File: config.mk
export PLATFORM = sky130hd
export DESIGN_NAME = prg_uploader_flat
export DESIGN_NICKNAME = d
export VERILOG_FILES = /design/src/rtl/prg_uploader_pkg.sv /design/src/rtl/prg_uploader_if.sv /design/src/rtl/prg_uploader_stream_reg.sv /design/src/rtl/prg_uploader.sv /design/src/flat_wrapper.sv
export SDC_FILE = /design/constraint.sdc
export NUM_CORES = 1
export LEC_CHECK = 0
export CAP_MARGIN = 20
export CELL_PAD_IN_SITES_DETAIL_PLACEMENT = 0
export CELL_PAD_IN_SITES_GLOBAL_PLACEMENT = 1
export CORE_MARGIN = 2
export CORE_UTILIZATION = 28
export DETAILED_ROUTE_END_ITERATION = 6
export GPL_ROUTABILITY_DRIVEN = 0
export PLACE_DENSITY_LB_ADDON = 0.1
export SETUP_SLACK_MARGIN = 0.05
export SLEW_MARGIN = 20
export SYNTH_ARGS = -nofsm -noshare
export SYNTH_HDL_FRONTEND = slang
export SYNTH_SLANG_ARGS = --single-unit
File: constraint.sdc
create_clock -name clk_sys -period 3.3 [get_ports clk_sys]
set_input_delay 0.99 -clock clk_sys [delete_from_list [all_inputs] [get_ports clk_sys]]
set_output_delay 0.99 -clock clk_sys [all_outputs]
set_load 0.01 [all_outputs]
File: src/rtl/prg_uploader_pkg.sv
// Shared types and constants for the PRG upload (save) path.
package prg_pkg;

  typedef enum logic [3:0] {
    S_IDLE   = 4'd0,
    S_PTR    = 4'd1,
    S_CHK    = 4'd2,
    S_HDR_LO = 4'd3,
    S_HDR_HI = 4'd4,
    S_RD     = 4'd5,
    S_CAP    = 4'd6,
    S_OUT    = 4'd7,
    S_DONE   = 4'd8
  } prg_state_t;

  localparam int          PRG_HDR_LEN = 2;
  localparam logic [15:0] C16_TXTTAB  = 16'h002B;

endpackage

File: src/rtl/prg_uploader_if.sv
// Main-RAM read port plus the valid/ready byte stream toward the HPS upload shim.
interface prg_uploader_if;
  logic [15:0] ram_addr;
  logic        ram_rd;
  logic [7:0]  ram_dout;
  logic [7:0]  out_data;
  logic        out_valid;
  logic        out_ready;
  logic        out_last;

  modport master (
    output ram_addr, ram_rd, out_data, out_valid, out_last,
    input  ram_dout, out_ready
  );

  modport slave (
    input  ram_addr, ram_rd, out_data, out_valid, out_last,
    output ram_dout, out_ready
  );
endinterface

File: src/rtl/prg_uploader_stream_reg.sv
// One-entry output register: holds data/valid/last stable until the sink accepts.
module prg_stream_reg (
  input  logic       clk,
  input  logic       rst,
  input  logic       load,
  input  logic [7:0] din,
  input  logic       lin,
  input  logic       ready,
  output logic [7:0] data,
  output logic       valid,
  output logic       last
);

  always_ff @(posedge clk or posedge rst) begin
    if (rst) begin
      data  <= 8'h00;
      valid <= 1'b0;
      last  <= 1'b0;
    end else if (load) begin
      data  <= din;
      valid <= 1'b1;
      last  <= lin;
    end else if (valid && ready) begin
      valid <= 1'b0;
      last  <= 1'b0;
    end
  end

endmodule

File: src/rtl/prg_uploader.sv
// Streams the BASIC program in main RAM out as a PRG image (load address + bytes).
// Optional checksum output enabled by defining PRG_UPLOADER_CHKSUM_EN.
module prg_uploader
  import prg_pkg::*;
#(
  parameter logic [15:0] PTR_BASE = C16_TXTTAB
) (
  input  logic           clk_sys,
  input  logic           reset,
  input  logic           start,
  prg_uploader_if.master bus,
  output logic [16:0]    length,
  output logic           busy,
  output logic           done,
  output logic           err,
  output logic [7:0]     chksum
);

  prg_state_t  state;
  logic [15:0] start_ptr;
  logic [15:0] end_ptr;
  logic [15:0] cur;
  logic [2:0]  ptr_idx;
  logic        rd_vld_p1;
  logic [1:0]  rd_idx_p1;
  logic        load;
  logic [7:0]  load_data;
  logic        load_last;
  logic        xfer;
  logic        range_bad;

  assign xfer      = bus.out_valid & bus.out_ready;
  assign range_bad = (end_ptr <= start_ptr);
  assign busy      = (state != S_IDLE);
  assign done      = (state == S_DONE);
  assign err       = (state == S_CHK) && range_bad;
  assign bus.ram_rd = ((state == S_PTR) && !ptr_idx[2]) || (state == S_RD);

  always_comb begin
    bus.ram_addr = 16'h0000;
    if (state == S_PTR)
      bus.ram_addr = PTR_BASE + {14'd0, ptr_idx[1:0]};
    else if (state == S_RD)
      bus.ram_addr = cur;
  end

  // Header bytes come from the latched start pointer; program bytes from RAM.
  always_comb begin
    load      = 1'b0;
    load_data = 8'h00;
    load_last = 1'b0;
    case (state)
      S_HDR_LO: begin
        load      = 1'b1;
        load_data = start_ptr[7:0];
      end
      S_HDR_HI: begin
        if (!bus.out_valid || bus.out_ready) begin
          load      = 1'b1;
          load_data = start_ptr[15:8];
        end
      end
      S_CAP: begin
        load      = 1'b1;
        load_data = bus.ram_dout;
        load_last = (cur == end_ptr - 16'd1);
      end
      default: ;
    endcase
  end

  prg_stream_reg u_stream_reg (
    .clk   (clk_sys),
    .rst   (reset),
    .load  (load),
    .din   (load_data),
    .lin   (load_last),
    .ready (bus.out_ready),
    .data  (bus.out_data),
    .valid (bus.out_valid),
    .last  (bus.out_last)
  );

  always_ff @(posedge clk_sys or posedge reset) begin
    if (reset) begin
      state     <= S_IDLE;
      ptr_idx   <= 3'd0;
      rd_vld_p1 <= 1'b0;
      rd_idx_p1 <= 2'd0;
      start_ptr <= 16'h0000;
      end_ptr   <= 16'h0000;
      cur       <= 16'h0000;
      length    <= 17'd0;
    end else begin
      // p1: pointer byte returns one cycle after its read was issued
      rd_vld_p1 <= (state == S_PTR) && !ptr_idx[2];
      rd_idx_p1 <= ptr_idx[1:0];
      if (rd_vld_p1) begin
        case (rd_idx_p1)
          2'd0: start_ptr[7:0]  <= bus.ram_dout;
          2'd1: start_ptr[15:8] <= bus.ram_dout;
          2'd2: end_ptr[7:0]    <= bus.ram_dout;
          2'd3: end_ptr[15:8]   <= bus.ram_dout;
        endcase
      end

      case (state)
        S_IDLE: begin
          if (start) begin
            state   <= S_PTR;
            ptr_idx <= 3'd0;
          end
        end
        // Index 4 is a drain cycle letting the last pointer byte land.
        S_PTR: begin
          if (ptr_idx == 3'd4) state <= S_CHK;
          else ptr_idx <= ptr_idx + 3'd1;
        end
        S_CHK: begin
          if (range_bad) begin
            state <= S_IDLE;
          end else begin
            length <= {1'b0, end_ptr} - {1'b0, start_ptr} + 17'(PRG_HDR_LEN);
            cur    <= start_ptr;
            state  <= S_HDR_LO;
          end
        end
        S_HDR_LO: state <= S_HDR_HI;
        S_HDR_HI: if (load) state <= S_RD;
        // Only read once the output register is guaranteed free for S_CAP.
        S_RD: if (!bus.out_valid || bus.out_ready) state <= S_CAP;
        S_CAP: state <= S_OUT;
        S_OUT: begin
          if (xfer) begin
            if (bus.out_last) begin
              state <= S_DONE;
            end else begin
              cur   <= cur + 16'd1;
              state <= S_RD;
            end
          end
        end
        S_DONE: state <= S_IDLE;
        default: state <= S_IDLE;
      endcase
    end
  end

`ifdef PRG_UPLOADER_CHKSUM_EN
  always_ff @(posedge clk_sys or posedge reset) begin
    if (reset)
      chksum <= 8'h00;
    else if ((state == S_IDLE) && start)
      chksum <= 8'h00;
    else if (xfer)
      chksum <= chksum + bus.out_data;
  end
`else
  assign chksum = 8'h00;
`endif

endmodule

File: src/flat_wrapper.sv
// flat-port wrapper written by rule: the top's interface ports become plain ports
module prg_uploader_flat import prg_pkg::*;
#(
  parameter logic [15:0] PTR_BASE = C16_TXTTAB
)
  (clk_sys, reset, start, length, busy, done, err, chksum, bus_ram_addr, bus_ram_rd, bus_out_data, bus_out_valid, bus_out_last, bus_ram_dout, bus_out_ready);
  prg_uploader_if bus_i ();
  input  logic clk_sys;
  input  logic reset;
  input  logic start;
  output logic [16:0] length;
  output logic busy;
  output logic done;
  output logic err;
  output logic [7:0] chksum;
  output wire logic [$bits(bus_i.ram_addr)-1:0] bus_ram_addr;
  output wire logic [$bits(bus_i.ram_rd)-1:0] bus_ram_rd;
  output wire logic [$bits(bus_i.out_data)-1:0] bus_out_data;
  output wire logic [$bits(bus_i.out_valid)-1:0] bus_out_valid;
  output wire logic [$bits(bus_i.out_last)-1:0] bus_out_last;
  input wire logic [$bits(bus_i.ram_dout)-1:0] bus_ram_dout;
  input wire logic [$bits(bus_i.out_ready)-1:0] bus_out_ready;
  assign bus_ram_addr = bus_i.ram_addr;
  assign bus_ram_rd = bus_i.ram_rd;
  assign bus_out_data = bus_i.out_data;
  assign bus_out_valid = bus_i.out_valid;
  assign bus_out_last = bus_i.out_last;
  assign bus_i.ram_dout = bus_ram_dout;
  assign bus_i.out_ready = bus_out_ready;
  prg_uploader #(.PTR_BASE(PTR_BASE)) u_core (.clk_sys(clk_sys), .reset(reset), .start(start), .bus(bus_i), .length(length), .busy(busy), .done(done), .err(err), .chksum(chksum));
endmodule
==> results.json <==
{
  "critPathKind": "flip-flop to primary output",
  "crit_fanout": 2,
  "r2r_start": "u_core.end_ptr[1]",
  "core_area_mm2": 0.0204,
  "final_layout_size_suffix_gt1_share_pct": 17.1,
  "synth_area_mm2": 0.00583,
  "reg2reg_depth": 13,
  "synth-xor-area-share_pct": 4.96,
  "pin_count": 67,
  "cts_tree": "built",
  "firstDrtPassIters": 5,
  "synthCells": 634,
  "clock.fmax_mhz": 308,
  "wirelength_mm": 17.9,
  "grt_pass1_vias": 5092,
  "cts_buffers": 9,
  "crit_path_end": "err",
  "clock_latency_ps": 350,
  "async_flop_share_pct": 100,
  "ys_warn_count": 0,
  "synth_ff_type": "dfrtp_1",
  "total_power_mw": 7.62,
  "powerDensity_mw_per_mm2": 1030,
  "fillCellCount": 2087,
  "seq_area_mm2": 0.00213,
  "grt_start_max_net_pins": 41,
  "status": "finished clean",
  "cts_sinks": 85,
  "synth_compound_area_share_pct": 20.0,
  "p_leak_nw": 3.17,
  "maxSlewHeadroom_pct": 46.6,
  "yosys.area_share.simple_pct": 16.9,
  "grt_overflow": 0,
  "fin_crit_ps": 3250,
  "cp-end-kind": "primary output",
  "syn_area_per_cell_um2": 9.20,
  "grt_pass1_wl_mm": 28.4,
  "setup_viol": 0,
  "synth_top_family_by_area": "compound AO/OA/AOI/OAI gates",
  "drv_slew": 0,
  "drtAntennaViolNets": 0,
  "initial_core_util_pct": 28.6,
  "final-hold-violation-count": 0,
  "drcViolationCount": 0,
  "holdCritPathClass": "flip-flop to flip-flop",
  "cp_data_required_time_ps": 2310,
  "die_x_um": 148,
  "synth-seq-cells": 85,
  "grt.total_usage_pct": 16.7,
  "die_height_um": 148,
  "muxShareOfSynthArea_pct": 5.73,
  "slowest_stage": "fa_1",
  "synthTopCellsByArea": "dfrtp_1 (36%), ha_1 (7.5%), mux2_2 (5.2%)",
  "finalNetCount": 788,
  "cp-startpoint": "u_core.end_ptr[8]",
  "critPathLaunchType": "flip-flop",
  "vias": 5030,
  "synth_top_area_cell": "dfrtp_1",
  "vias_per_cell": 5.00,
  "path_cells": "ha_1 > fa_1 > a311oi_2 > nor3_2 > a211o_1 > a21oi_2 > buf_2",
  "max_stage_delay_ps": 390,
  "synth_common_cells": "dfrtp_1 (85), nand2_1 (59), a21oi_1 (46)",
  "netlist-cell-type-count": 73,
  "maxCapViolations": 0,
  "synth.most_common_cell": "dfrtp_1",
  "synth_fa_ha_area_share_pct": 10.6,
  "antenna_found_initial": 0,
  "fp.dieArea_mm2": 0.0220,
  "port-buffer-count": 58,
  "post_drt_wl_per_cell_um": 17.8,
  "worst_slew_pin_slew_ps": 801,
  "synth_top_area_share_pct": 36.5,
  "rrSetupSlack_ps": 360,
  "synth_seq_area_share_pct": 36.5,
  "fin_tns_setup_ps": 0,
  "dpl.hpwl_mm": 14.4,
  "drt_first_iter_violations": 268,
  "worstReg2RegEnd": "u_core.length[11]",
  "rows": 52,
  "synth_edf_count": 0,
  "multi_input_area_mm2": 0.00346,
  "cts_root_buf": "clkbuf_16",
  "area_delta_synth_final_pct": 26.7,
  "skew_ps": 8.91,
  "vdd_drop_max_mv": 0.251,
  "fin_crit_sh_pct": 98.5,
  "clockBufferDepth": 2,
  "num_antenna_cells": 0,
  "path_clk_slew_ps": 70,
  "rsz0062_at_grt": "true",
  "htree_levels": 3,
  "arrival_ps": 2260
}
==> area by class of cell <==
type,count,area share (%)
Clock inverter,5,0.813
Inverter,34,1.74
Tap cell,270,4.57
Clock buffer,11,3.29
Multi-Input combinational cell,485,46.8
Timing Repair Buffer,117,14.0
Sequential cell,85,28.8
==> flip-flops by register name, indices dropped and copies added (netlist names) <==
signal,flops
u_core.cur,16
u_core.start_ptr,16
u_core.end_ptr,16
u_core.rd_vld_p1,1
u_core.u_stream_reg.data,8
u_core.u_stream_reg.valid,1
u_core.rd_idx_p1,2
u_core.length,17
u_core.ptr_idx,3
u_core.state,4
u_core.u_stream_reg.last,1
==> layer usage <==
layer | part of all wire (%) | GRT usage [%] | vias up
li1 | - | - | 2471
met1 | 47 | 22.6 | 2427
met2 | 48 | 27.8 | 113
met3 | 2.8 | 2.09 | 19
met4 | 2.1 | 5.62 | 0
met5 | 0 | 0 | -
==> worst min-delay path by stage <==
| stage | from | endpoint | slack, ps | cells past startpoint |
|---|---|---|---|---|
| floorplan | u_core.ptr_idx[1] | u_core.rd_idx_p1[1] | 400 | 0 |
| global placement | u_core.ptr_idx[1] | u_core.rd_idx_p1[1] | 430 | 0 |
| detailed placement | u_core.ptr_idx[1] | u_core.rd_idx_p1[1] | 430 | 0 |
| CTS | u_core.ptr_idx[1] | u_core.rd_idx_p1[1] | 450 | 0 |
| global route | u_core.ptr_idx[1] | u_core.rd_idx_p1[1] | 460 | 0 |
| finish | u_core.ptr_idx[1] | u_core.rd_idx_p1[1] | 450 | 0 |
==> metrics by stage <==
step           util (%)  instances  setup slack [ps]  instance area, um^2  hold WS, ps
2_1_floorplan         -        641               117                 5860          398
3_3_place_gp       34.6        990             -87.2                 7040          427
5_1_grt            36.3       1007             -34.5                 7390          459
4_1_cts            36.2       1007              8.46                 7380          446
3_5_place_dp       34.6        990              -162                 7040          426
6_report           36.3       1007              48.9                 7390          446
==> kinds of logic after synthesis <==
family	after synthesis
simple gates	191
compound gates	179
flops	85
buf+inv	71
fa+ha+maj	44
xor+xnor	33
mux	30
other cells	1
==> worst max-delay path: cells and delay by family (launching register included) <==
family          cells  cell delay, ps
compound gates      3             680
simple gates        1             100
buf+inv             1             140
fa+ha+maj           2             620
flops               1             380
==> timing repair <==
item	CTS	global route
hold buffers	0	0
setup buffers	1	0
pin swaps	2	0
gates cloned	0	0
endpoints found under the setup margin	1	18
gates resized for setup	10	6
==> layout by cell type, fill, tap and decap left out, types with 9 or more instances in the layout <==
cell	Yosys	layout
a21oi_1	46	45
and2_1	13	13
and3_1	10	10
buf_4	8	58
clkbuf_16	0	9
clkdlybuf4s50_1	0	57
dfrtp_1	85	84
ha_1	35	34
inv_1	34	31
mux2_2	27	27
nand2_1	59	59
nand3_1	17	17
nand4_1	12	12
nor2_1	34	34
nor3_1	10	9
o21ai_0	44	44
o21ai_1	11	11
xnor2_1	18	18
xor2_1	15	15
==> where the power goes <==
| group | internal (mW) | switching [mW] | leakage (nW) | total [mW] |
|---|---|---|---|---|
| Sequential | 1.48 | 0.407 | 1.02 | 1.88 |
| Clock | 0.610 | 0.459 | 0.146 | 1.07 |
| Combinational | 2.22 | 2.45 | 2.00 | 4.67 |
Power figures use the tool's default switching activity.
